`src/rtl/fetch_sequencer.sv`:
```
// fetch_sequencer: control-side driver of the program counter.
// Starts a program at a requested address, decodes each fetched word for
// branch/halt, steers the PC through start/branch/taken/target, and reports
// run status (busy/done/err), run length and the halt address.
module fetch_sequencer #(
  parameter int instr_width = 9,
  parameter int reg_width   = 8,
  parameter int word_width  = 9,
  parameter int cnt_width   = 16
) (
  input  logic                   clk,
  input  logic                   rst_n,
  input  logic                   go,
  input  logic [instr_width-1:0] prog_addr,
  input  logic [instr_width-1:0] pc_in,
  input  logic [word_width-1:0]  instr,
  input  logic [word_width-1:0]  operand,
  input  logic                   flag_z,
  output logic                   start,
  output logic [instr_width-1:0] start_addr,
  output logic                   branch,
  output logic                   taken,
  output logic [reg_width-1:0]   target,
  output logic                   busy,
  output logic                   done,
  output logic                   err,
  output logic [cnt_width-1:0]   cycle_count,
  output logic [instr_width-1:0] halted_at
);

  // Sequencer states (IDLE -> LOAD -> RUN -> DONE -> LOAD ...)
  localparam logic [1:0] S_IDLE = 2'd0;
  localparam logic [1:0] S_LOAD = 2'd1;
  localparam logic [1:0] S_RUN  = 2'd2;
  localparam logic [1:0] S_DONE = 2'd3;

  // Opcode field (top four bits of the word) for the two conditional branches.
  localparam logic [3:0] OP_BRZ  = 4'b1110;
  localparam logic [3:0] OP_BRNZ = 4'b1101;

  localparam logic [word_width-1:0] HALT_WORD = '1;
  localparam logic [cnt_width-1:0]  CNT_MAX   = '1;
  localparam logic [cnt_width-1:0]  CNT_ONE   = cnt_width'(1);

  // Common width wide enough to compare the backward offset against the PC.
  localparam int CMP_W = ((instr_width > reg_width) ? instr_width : reg_width) + 1;

  logic [1:0]             r_state;
  logic [1:0]             w_next_state;
  logic [cnt_width-1:0]   r_cycle_count;
  logic [cnt_width-1:0]   w_next_count;
  logic [cnt_width-1:0]   w_count_inc;
  logic                   r_err;
  logic                   w_next_err;
  logic [instr_width-1:0] r_halted_at;
  logic [instr_width-1:0] w_next_halted_at;
  logic                   r_start;
  logic [instr_width-1:0] r_start_addr;
  logic [instr_width-1:0] w_next_start_addr;
  logic                   r_busy;
  logic                   r_done;

  logic                   w_run;
  logic                   w_is_halt;
  logic                   w_is_brz;
  logic                   w_is_brnz;
  logic                   w_is_branch;
  logic                   w_cond;
  logic                   w_underflow;
  logic [reg_width-1:0]   w_offset;

  // Operand bits above the offset field carry no meaning for this sequencer.
  logic                   w_operand_unused;
  assign w_operand_unused = ^operand[word_width-1:reg_width];

  // ---------------------------------------------------------------------------
  // Instruction decode (combinational, same cycle as instr)
  // ---------------------------------------------------------------------------
  assign w_run       = (r_state == S_RUN);
  assign w_is_halt   = (instr == HALT_WORD);
  assign w_is_brz    = !w_is_halt && (instr[word_width-1 -: 4] == OP_BRZ);
  assign w_is_brnz   = !w_is_halt && (instr[word_width-1 -: 4] == OP_BRNZ);
  assign w_is_branch = w_run && (w_is_brz || w_is_brnz);
  assign w_cond      = w_is_brz ? flag_z : ~flag_z;
  assign w_offset    = operand[reg_width-1:0];
  // A taken backward jump further than the current PC would wrap below zero.
  assign w_underflow = w_is_branch && w_cond && (CMP_W'(w_offset) > CMP_W'(pc_in));

  assign branch = w_is_branch;
  assign taken  = w_is_branch && w_cond && !w_underflow;
  assign target = w_is_branch ? w_offset : '0;

  // Saturating run-length increment.
  assign w_count_inc = (r_cycle_count == CNT_MAX) ? r_cycle_count : (r_cycle_count + CNT_ONE);

  // Next-state and next-status computation
  // NOTE: every signal assigned here gets a default first, so no path can leave one unassigned and infer a latch.
  always_comb begin
    w_next_state     = r_state;
    w_next_count     = r_cycle_count;
    w_next_err       = r_err;
    w_next_halted_at = r_halted_at;
    case (r_state)
      S_IDLE, S_DONE: begin
        if (go) begin
          w_next_state     = S_LOAD;
          w_next_count     = '0;
          w_next_err       = 1'b0;
          w_next_halted_at = '0;
        end
      end
      S_LOAD: begin
        w_next_state = S_RUN;
      end
      S_RUN: begin
        w_next_count = w_count_inc;
        if (w_is_halt) begin
          w_next_halted_at = pc_in;
          w_next_state     = S_DONE;
        end else if (w_underflow || (w_count_inc == CNT_MAX)) begin
          w_next_err       = 1'b1;
          w_next_halted_at = pc_in;
          w_next_state     = S_DONE;
        end
      end
      default: begin
        w_next_state = S_IDLE;
      end
    endcase
  end

  // PC load value for the next cycle: program entry in LOAD, halt address in DONE
  always_comb begin
    w_next_start_addr = '0;
    if (w_next_state == S_LOAD) begin
      w_next_start_addr = prog_addr;
    end else if (w_next_state == S_DONE) begin
      w_next_start_addr = w_next_halted_at;
    end
  end

  // State, status and registered PC-control outputs
  // NOTE: sequential state uses non-blocking assignments so every register samples pre-edge values.
  always_ff @(posedge clk or negedge rst_n) begin
    if (!rst_n) begin
      r_state       <= S_IDLE;
      r_cycle_count <= '0;
      r_err         <= 1'b0;
      r_halted_at   <= '0;
      r_start       <= 1'b0;
      r_start_addr  <= '0;
      r_busy        <= 1'b0;
      r_done        <= 1'b0;
    end else begin
      r_state       <= w_next_state;
      r_cycle_count <= w_next_count;
      r_err         <= w_next_err;
      r_halted_at   <= w_next_halted_at;
      r_start       <= (w_next_state == S_LOAD) || (w_next_state == S_DONE);
      r_start_addr  <= w_next_start_addr;
      r_busy        <= (w_next_state == S_LOAD) || (w_next_state == S_RUN);
      r_done        <= (w_next_state == S_DONE);
    end
  end

  assign start       = r_start;
  assign start_addr  = r_start_addr;
  assign busy        = r_busy;
  assign done        = r_done;
  assign err         = r_err;
  assign cycle_count = r_cycle_count;
  assign halted_at   = r_halted_at;

endmodule
```
`config.mk`:
```
export PLATFORM = sky130hd
export DESIGN_NAME = fetch_sequencer
export DESIGN_NICKNAME = d
export VERILOG_FILES = /design/src/rtl/fetch_sequencer.sv
export SDC_FILE = /design/constraint.sdc
export NUM_CORES = 1
export LEC_CHECK = 0
export ABC_AREA = 1
export CAP_MARGIN = 10
export CELL_PAD_IN_SITES_DETAIL_PLACEMENT = 1
export CELL_PAD_IN_SITES_GLOBAL_PLACEMENT = 1
export CORE_MARGIN = 2
export CORE_UTILIZATION = 35
export CTS_CLUSTER_SIZE = 8
export DETAILED_ROUTE_END_ITERATION = 8
export PLACE_DENSITY = 0.9
export SKIP_CTS_REPAIR_TIMING = 1
export SYNTH_ARGS = -nofsm -noshare
export SYNTH_HDL_FRONTEND = slang
export SYNTH_SLANG_ARGS = --single-unit
```
`constraint.sdc`:
```
create_clock -name clk -period 7.15 [get_ports clk]
set_clock_uncertainty 0.1 [all_clocks]
set_input_delay 1.0725 -clock clk [delete_from_list [all_inputs] [get_ports clk]]
set_output_delay 1.0725 -clock clk [all_outputs]
set_load 0.005 [all_outputs]
```
==> results.toml, run 1 <==
[setup_path]
cp_cell_sequence = "clkdlybuf4s50_1 -> inv_1 -> ha_1 -> a21oi_1 -> o21ai_0 -> o21ai_0 -> nand2_1 -> a311oi_1 -> clkdlybuf4s50_1"
rr_endpoint = "start_addr[7]"
end_kind = "output port"
slowest_delay_ps = 560
crit_fanout = 3
worstSetupPathType = "input port to output port"
rr_startpoint = "start"
r2r_setup_slack_ps = 3390
slowest_stage = "clkdlybuf4s50_1"
cp.required_ps = 5980
start_kind = "input port"
crit_arrival_ps = 3310
r2r_cells = 12

[die]
die-area_um2 = 8490
core_area_um2 = 7610
die_h_um = 92.2
fp.dieW_um = 92.2
initial_core_util_pct = 35.8
ios = 88
row_count = 32

[min_path]
hold_end = "err"
min_from = "err"
hp-class = "flop to flop"
whs_path_depth = 2

[synthesis]
yosys.area.top_type = "dfrtp_1"
ys_ff_latch = 39
synth_top_family_by_area = "simple AND/OR/NAND/NOR gates"
synth_top_area_share_pct = 35.9
avgSynthCellArea_um2 = 7.01
synth.distinct_cells = 32
synth_warnings = 0
synth_xor_area_share_pct = 1.29
synthCells = 388
synth.area.mux_share_pct = 0
synth_area_um2 = 2720
ys_top_cells_by_area = "dfrtp_1, nand2_1, inv_1"
synth_fp_nets = 441
synth-compound-area-share_pct = 7.87
synthSimpleGateAreaFrac_pct = 38.0
synth_fa_ha_area_share_pct = 5.98
ys_seq_area_share_pct = 35.9

[place]
gp_congestion = 0.828
place_ws_ps = 2550
io_buffers = 86
dp_hpwl_mm = 6.65

[route]
ant_nets = 0
drc_errors = 0
wirelength_mm = 8.57
vias_per_cell = 5.06
wire_per_inst_um = 14.9
drtPass1Iterations = 4
drtIter0Drc = 70
vias = 2910

[clock_network]
root_buffer = "clkbuf_8"
cts.clk_slew.worst_paths_ps = 80
clkSinkCount = 39
clkLatencyLatePin_ps = 300
cts-buffers-inserted = 5
clock_path_buffers = 2
htreeDepth = 2
cts_tree = "built"

[pwr]
p_total_uw = 844
power.density_nw_per_um2 = 226
ir_worst_vdd_mv = 0.136
cellLeakagePower_uw = 0.00180

[grt]
grt_max_degree = 40
grt_usage_pct = 21.0
grt_pass1_vias = 3084
gr-total-overflow = 0
grt_pass1_wl_mm = 14.4
antenna_found_initial = 0

[status]
status = "finished, final reports clean"

[cells_and_area]
layout.nets = 525
multi_input_area_um2 = 1450
register_area_um2 = 976
num_antenna_cells = 0
fillers = 987
syn2layout_area_growth_pct = 37.6
layout-drive-gt1-share_pct = 7.82

[job]
maxCapViolations = 0

[sta]
finalHoldViolations = 0
slew_viol_final = 0
fmax_mhz = 223
period_share_pct = 62.7
setup_viol = 0
fin_ws_ps = 2670
tightestPinTransition_ps = 931
fin_tns_setup_ps = 0
rsz0062_at_grt = "false"
period_needed_ps = 4480
max_slew_margin_pct = 37.9
worst max-delay path: cells and delay by family:
kind,cells,cell delay (ps)
adder cells (fa/ha/maj),1,330
AND/OR/NAND/NOR,1,110
buffers and inverters,3,1070
AO/OA/AOI/OAI,4,720
power breakdown:
part / internal (uW) / leakage (uW) / switching (uW)
registers: 259 / 0.000532 / 31.2
clock network: 104 / 0.0000581 / 86.8
logic: 141 / 0.00121 / 222
total: 504 / 0.00180 / 340
worst max-delay path by stage:
stage,start,endpoint,depth (start not counted)
3_3_place_gp,pc_in[4],start_addr[7],15
6_report,pc_in[4],taken,9
5_1_grt,pc_in[4],start_addr[0],15
2_1_floorplan,pc_in[4],taken,7
4_1_cts,pc_in[4],taken,9
3_5_place_dp,pc_in[4],start_addr[7],15
sequential cells by signal, summed over array words and instances, names as in the netlist:
| signal | cells |
|---|---|
| halted_at | 9 |
| err | 1 |
| busy | 1 |
| start | 1 |
| r_state | 1 |
| done | 1 |
| cycle_count | 16 |
| start_addr | 9 |
layout by cell type (no fill, tap or decap), types with 2 or more instances in the layout:
cell and instances:
nand4_1 19, nor2_2 5, ha_1 13, clkbuf_8 5, nand2_1 107, o22ai_1 2, o21ai_1 4, dfrtp_1 39
nor2_4 3, nand3_1 36, a21oi_1 6, inv_1 58, o21bai_1 3, clkdlybuf4s50_1 85, nor2_1 36, nand2_2 13
xor2_1 3, nand3_2 2, o21ai_0 18, inv_2 2
synthesized netlist by cell type:
cell / instances
buf_6: 4
or3_2: 1
o211ai_1: 1
nand4_1: 19
xnor2_1: 1
buf_1: 1
dfrtp_1: 39
nor2_4: 3
xor2_1: 3
a31oi_1: 1
nand3_1: 36
clkbuf_8: 1
o22ai_1: 2
o21ai_0: 18
inv_2: 2
a21o_1: 1
a311oi_1: 1
or2_2: 1
nor2_2: 5
ha_1: 13
nand2_1: 107
nand2_2: 13
and3_1: 1
nand3_2: 2
clkbuf_1: 3
nand2_4: 1
o21bai_1: 3
nor2_1: 36
o32ai_1: 1
o21ai_1: 4
inv_1: 58
a21oi_1: 6
final cells by class:
type                       instances  share of cell area (%)
multi-input combinational        280                    38.6
clock buffer                       5                    1.84
clock inverter                     3                    1.17
tap                              102                    3.41
inverter                          60                    6.02
timing repair buffer              86                    22.9
sequential                        39                    26.1
per-stage QoR:
stage	util (%)	instances	hold slack, ps	cell area (um2)
after CTS	49.2	575	413	3740
after detailed placement	47.7	567	393	3630
after global placement	47.7	567	392	3630
after floorplan	-	388	386	2720
after global routing	49.2	575	474	3740
final	49.2	575	414	3740
metal layers:
metal / wire length [um] / up-vias / share of wire, % / global-route usage [%]
met5: 0 / - / 0 / 0
met4: 80 / 0 / 0.93 / 4.35
met3: 530 / 9 / 6.2 / 4.93
met2: 4450 / 89 / 52 / 38.1
met1: 3510 / 1403 / 41 / 25.4
li1: - / 1409 / - / -
kinds of logic after synthesis:
family / after synthesis
simple gates: 225
buf+inv: 69
flops: 39
compound gates: 38
fa+ha+maj: 13
xor+xnor: 4
Power figures use the tool's default switching activity.
==> run 2: changes to the inputs <==
Settings changed: CORE_UTILIZATION 35 to 32, PLACE_DENSITY 0.9 to 0.84.
Clock period 7.15 ns to 4.62 ns, I/O delays scaled along.
==> run 2 against run 1 <==
Non-clock buffer count increased by 3. Total power increased by 57%. Setup slack got worse by 1700 ps. Count of clock-buffer cells in the layout unchanged. Critical path type is now flop to flop.
==> results.toml, run 2 (synthesized netlist as in run 1, its figures left out) <==
[status]
status = "finished, final reports clean"

[cells_and_area]
largest_register_ff_count = 16
final_core_util_pct = 45.9
layout.nets = 528
num_antenna_cells = 0
instances_no_fill = 581
layout_commonest_cell = "nand2_1"
syn2layout_area_growth_pct = 38.6
layout-drive-gt1-share_pct = 8.40
final_cell_mix = "nand2_1, clkdlybuf4s50_1, inv_1"

[setup_path]
end_kind = "flop"
rr_endpoint = "start_addr[0]"
r2r_setup_slack_ps = 970
r2r_cells = 18
worstSetupPathType = "flop to flop"
rr_startpoint = "cycle_count[0]"
crit_fanout = 11
cp.required_ps = 4760
crit_arrival_ps = 3780
start_kind = "flop"

[job]
maxCapViolations = 0

[grt]
grt_pass1_wl_mm = 14.1
gr-total-overflow = 0
grt_max_degree = 40
grt_usage_pct = 19.8
grt_pass1_vias = 3066
antenna_found_initial = 0

[sta]
period_needed_ps = 3650
tightestPinTransition_ps = 927
max_slew_margin_pct = 38.2
fin_tns_setup_ps = 0
period_share_pct = 78.9
finalHoldViolations = 0
slew_viol_final = 0
fmax_mhz = 274
rsz0062_at_grt = "false"
whs_ps = 423
setup_viol = 0

[clock_network]
htreeDepth = 2
clock_path_buffers = 2
cts_tree = "built"
root_buffer = "clkbuf_8"
cts.clk_slew.worst_paths_ps = 90
clkSinkCount = 39
clkLatencyLatePin_ps = 290
cts-buffers-inserted = 5

[pwr]
p_total_uw = 1320
ir_worst_vdd_mv = 0.212
cellLeakagePower_uw = 0.00181
power.density_nw_per_um2 = 351

[place]
io_buffers = 86
dp.cells = 573
dp_hpwl_mm = 6.81
gp_congestion = 0.856

[min_path]
hp-class = "input port to async pin"

[die]
die-area_um2 = 9250
ios = 88
fp.dieW_um = 96.2
row_count = 33
initial_core_util_pct = 33.1
core_area_um2 = 8220
die_h_um = 96.2

[route]
drtPass1Iterations = 4
drc_errors = 0
drtIter0Drc = 88
vias_per_cell = 4.94
ant_nets = 0
wire_per_inst_um = 14.9
vias = 2868
wirelength_mm = 8.68
[run 2: cell count changes in the layout (fill, tap and decap cells not counted)]
cell	change
buf_4	+3
clkinv_2	-1
clkinv_4	-1
clkinvlp_4	+1
inv_6	+1
[run 2: per-stage QoR]
| stage | setup slack, ps | instance area [um2] |
|---|---|---|
| finish | 973 | 3770 |
| global route | 586 | 3770 |
| CTS | 939 | 3770 |
| detailed placement | 719 | 3660 |
| global placement | 853 | 3660 |
| floorplan | 1780 | 2720 |
[run 2: worst max path at each step]
stage / to / slack [ps] / start
floorplan: start_addr[0] / 1780 / pc_in[4]
global placement: start_addr[8] / 850 / instr[5]
detailed placement: start_addr[0] / 720 / instr[6]
CTS: start_addr[0] / 940 / cycle_count[0]
global route: start_addr[7] / 590 / cycle_count[1]
finish: start_addr[0] / 970 / cycle_count[0]
[run 2: final cells by class]
cell class / instances / area [um2]
Fill cell: 1050 / 4450
Clock buffer: 5 / 68.8
Timing Repair Buffer: 89 / 878
Multi-Input combinational cell: 280 / 1450
Sequential cell: 39 / 976
Inverter: 60 / 225
Tap cell: 105 / 131
Clock inverter: 3 / 46.3
[run 2: worst max-delay path: stages, from the launching register on]
cell and delay, ps:
dfrtp_1 470, ha_1 300, nand2_2 120, nor2_4 160, nand2_4 90, nor2_4 190
inv_2 140, o21ai_1 110, nand3_1 110, nor2_2 130, nand3_2 220, nand3_2 270
nor2_1 60, o21ai_0 340, ha_1 230, inv_1 50, nor2_2 290, nand2_1 120
nand2_1 80
[run 2: per-layer routing]
metal	track usage (%)	vias to the layer above	share of wire, %
met3	6.03	7	6.6
met2	37.3	78	52
met4	2.14	0	0.53
met5	0	-	0
li1	-	1417	-
met1	22.4	1366	41
[run 2: power breakdown]
| part | switching [uW] | internal (uW) |
|---|---|---|
| combinational | 346 | 227 |
| sequential | 46.7 | 401 |
| clock | 141 | 163 |
| total | 533 | 791 |
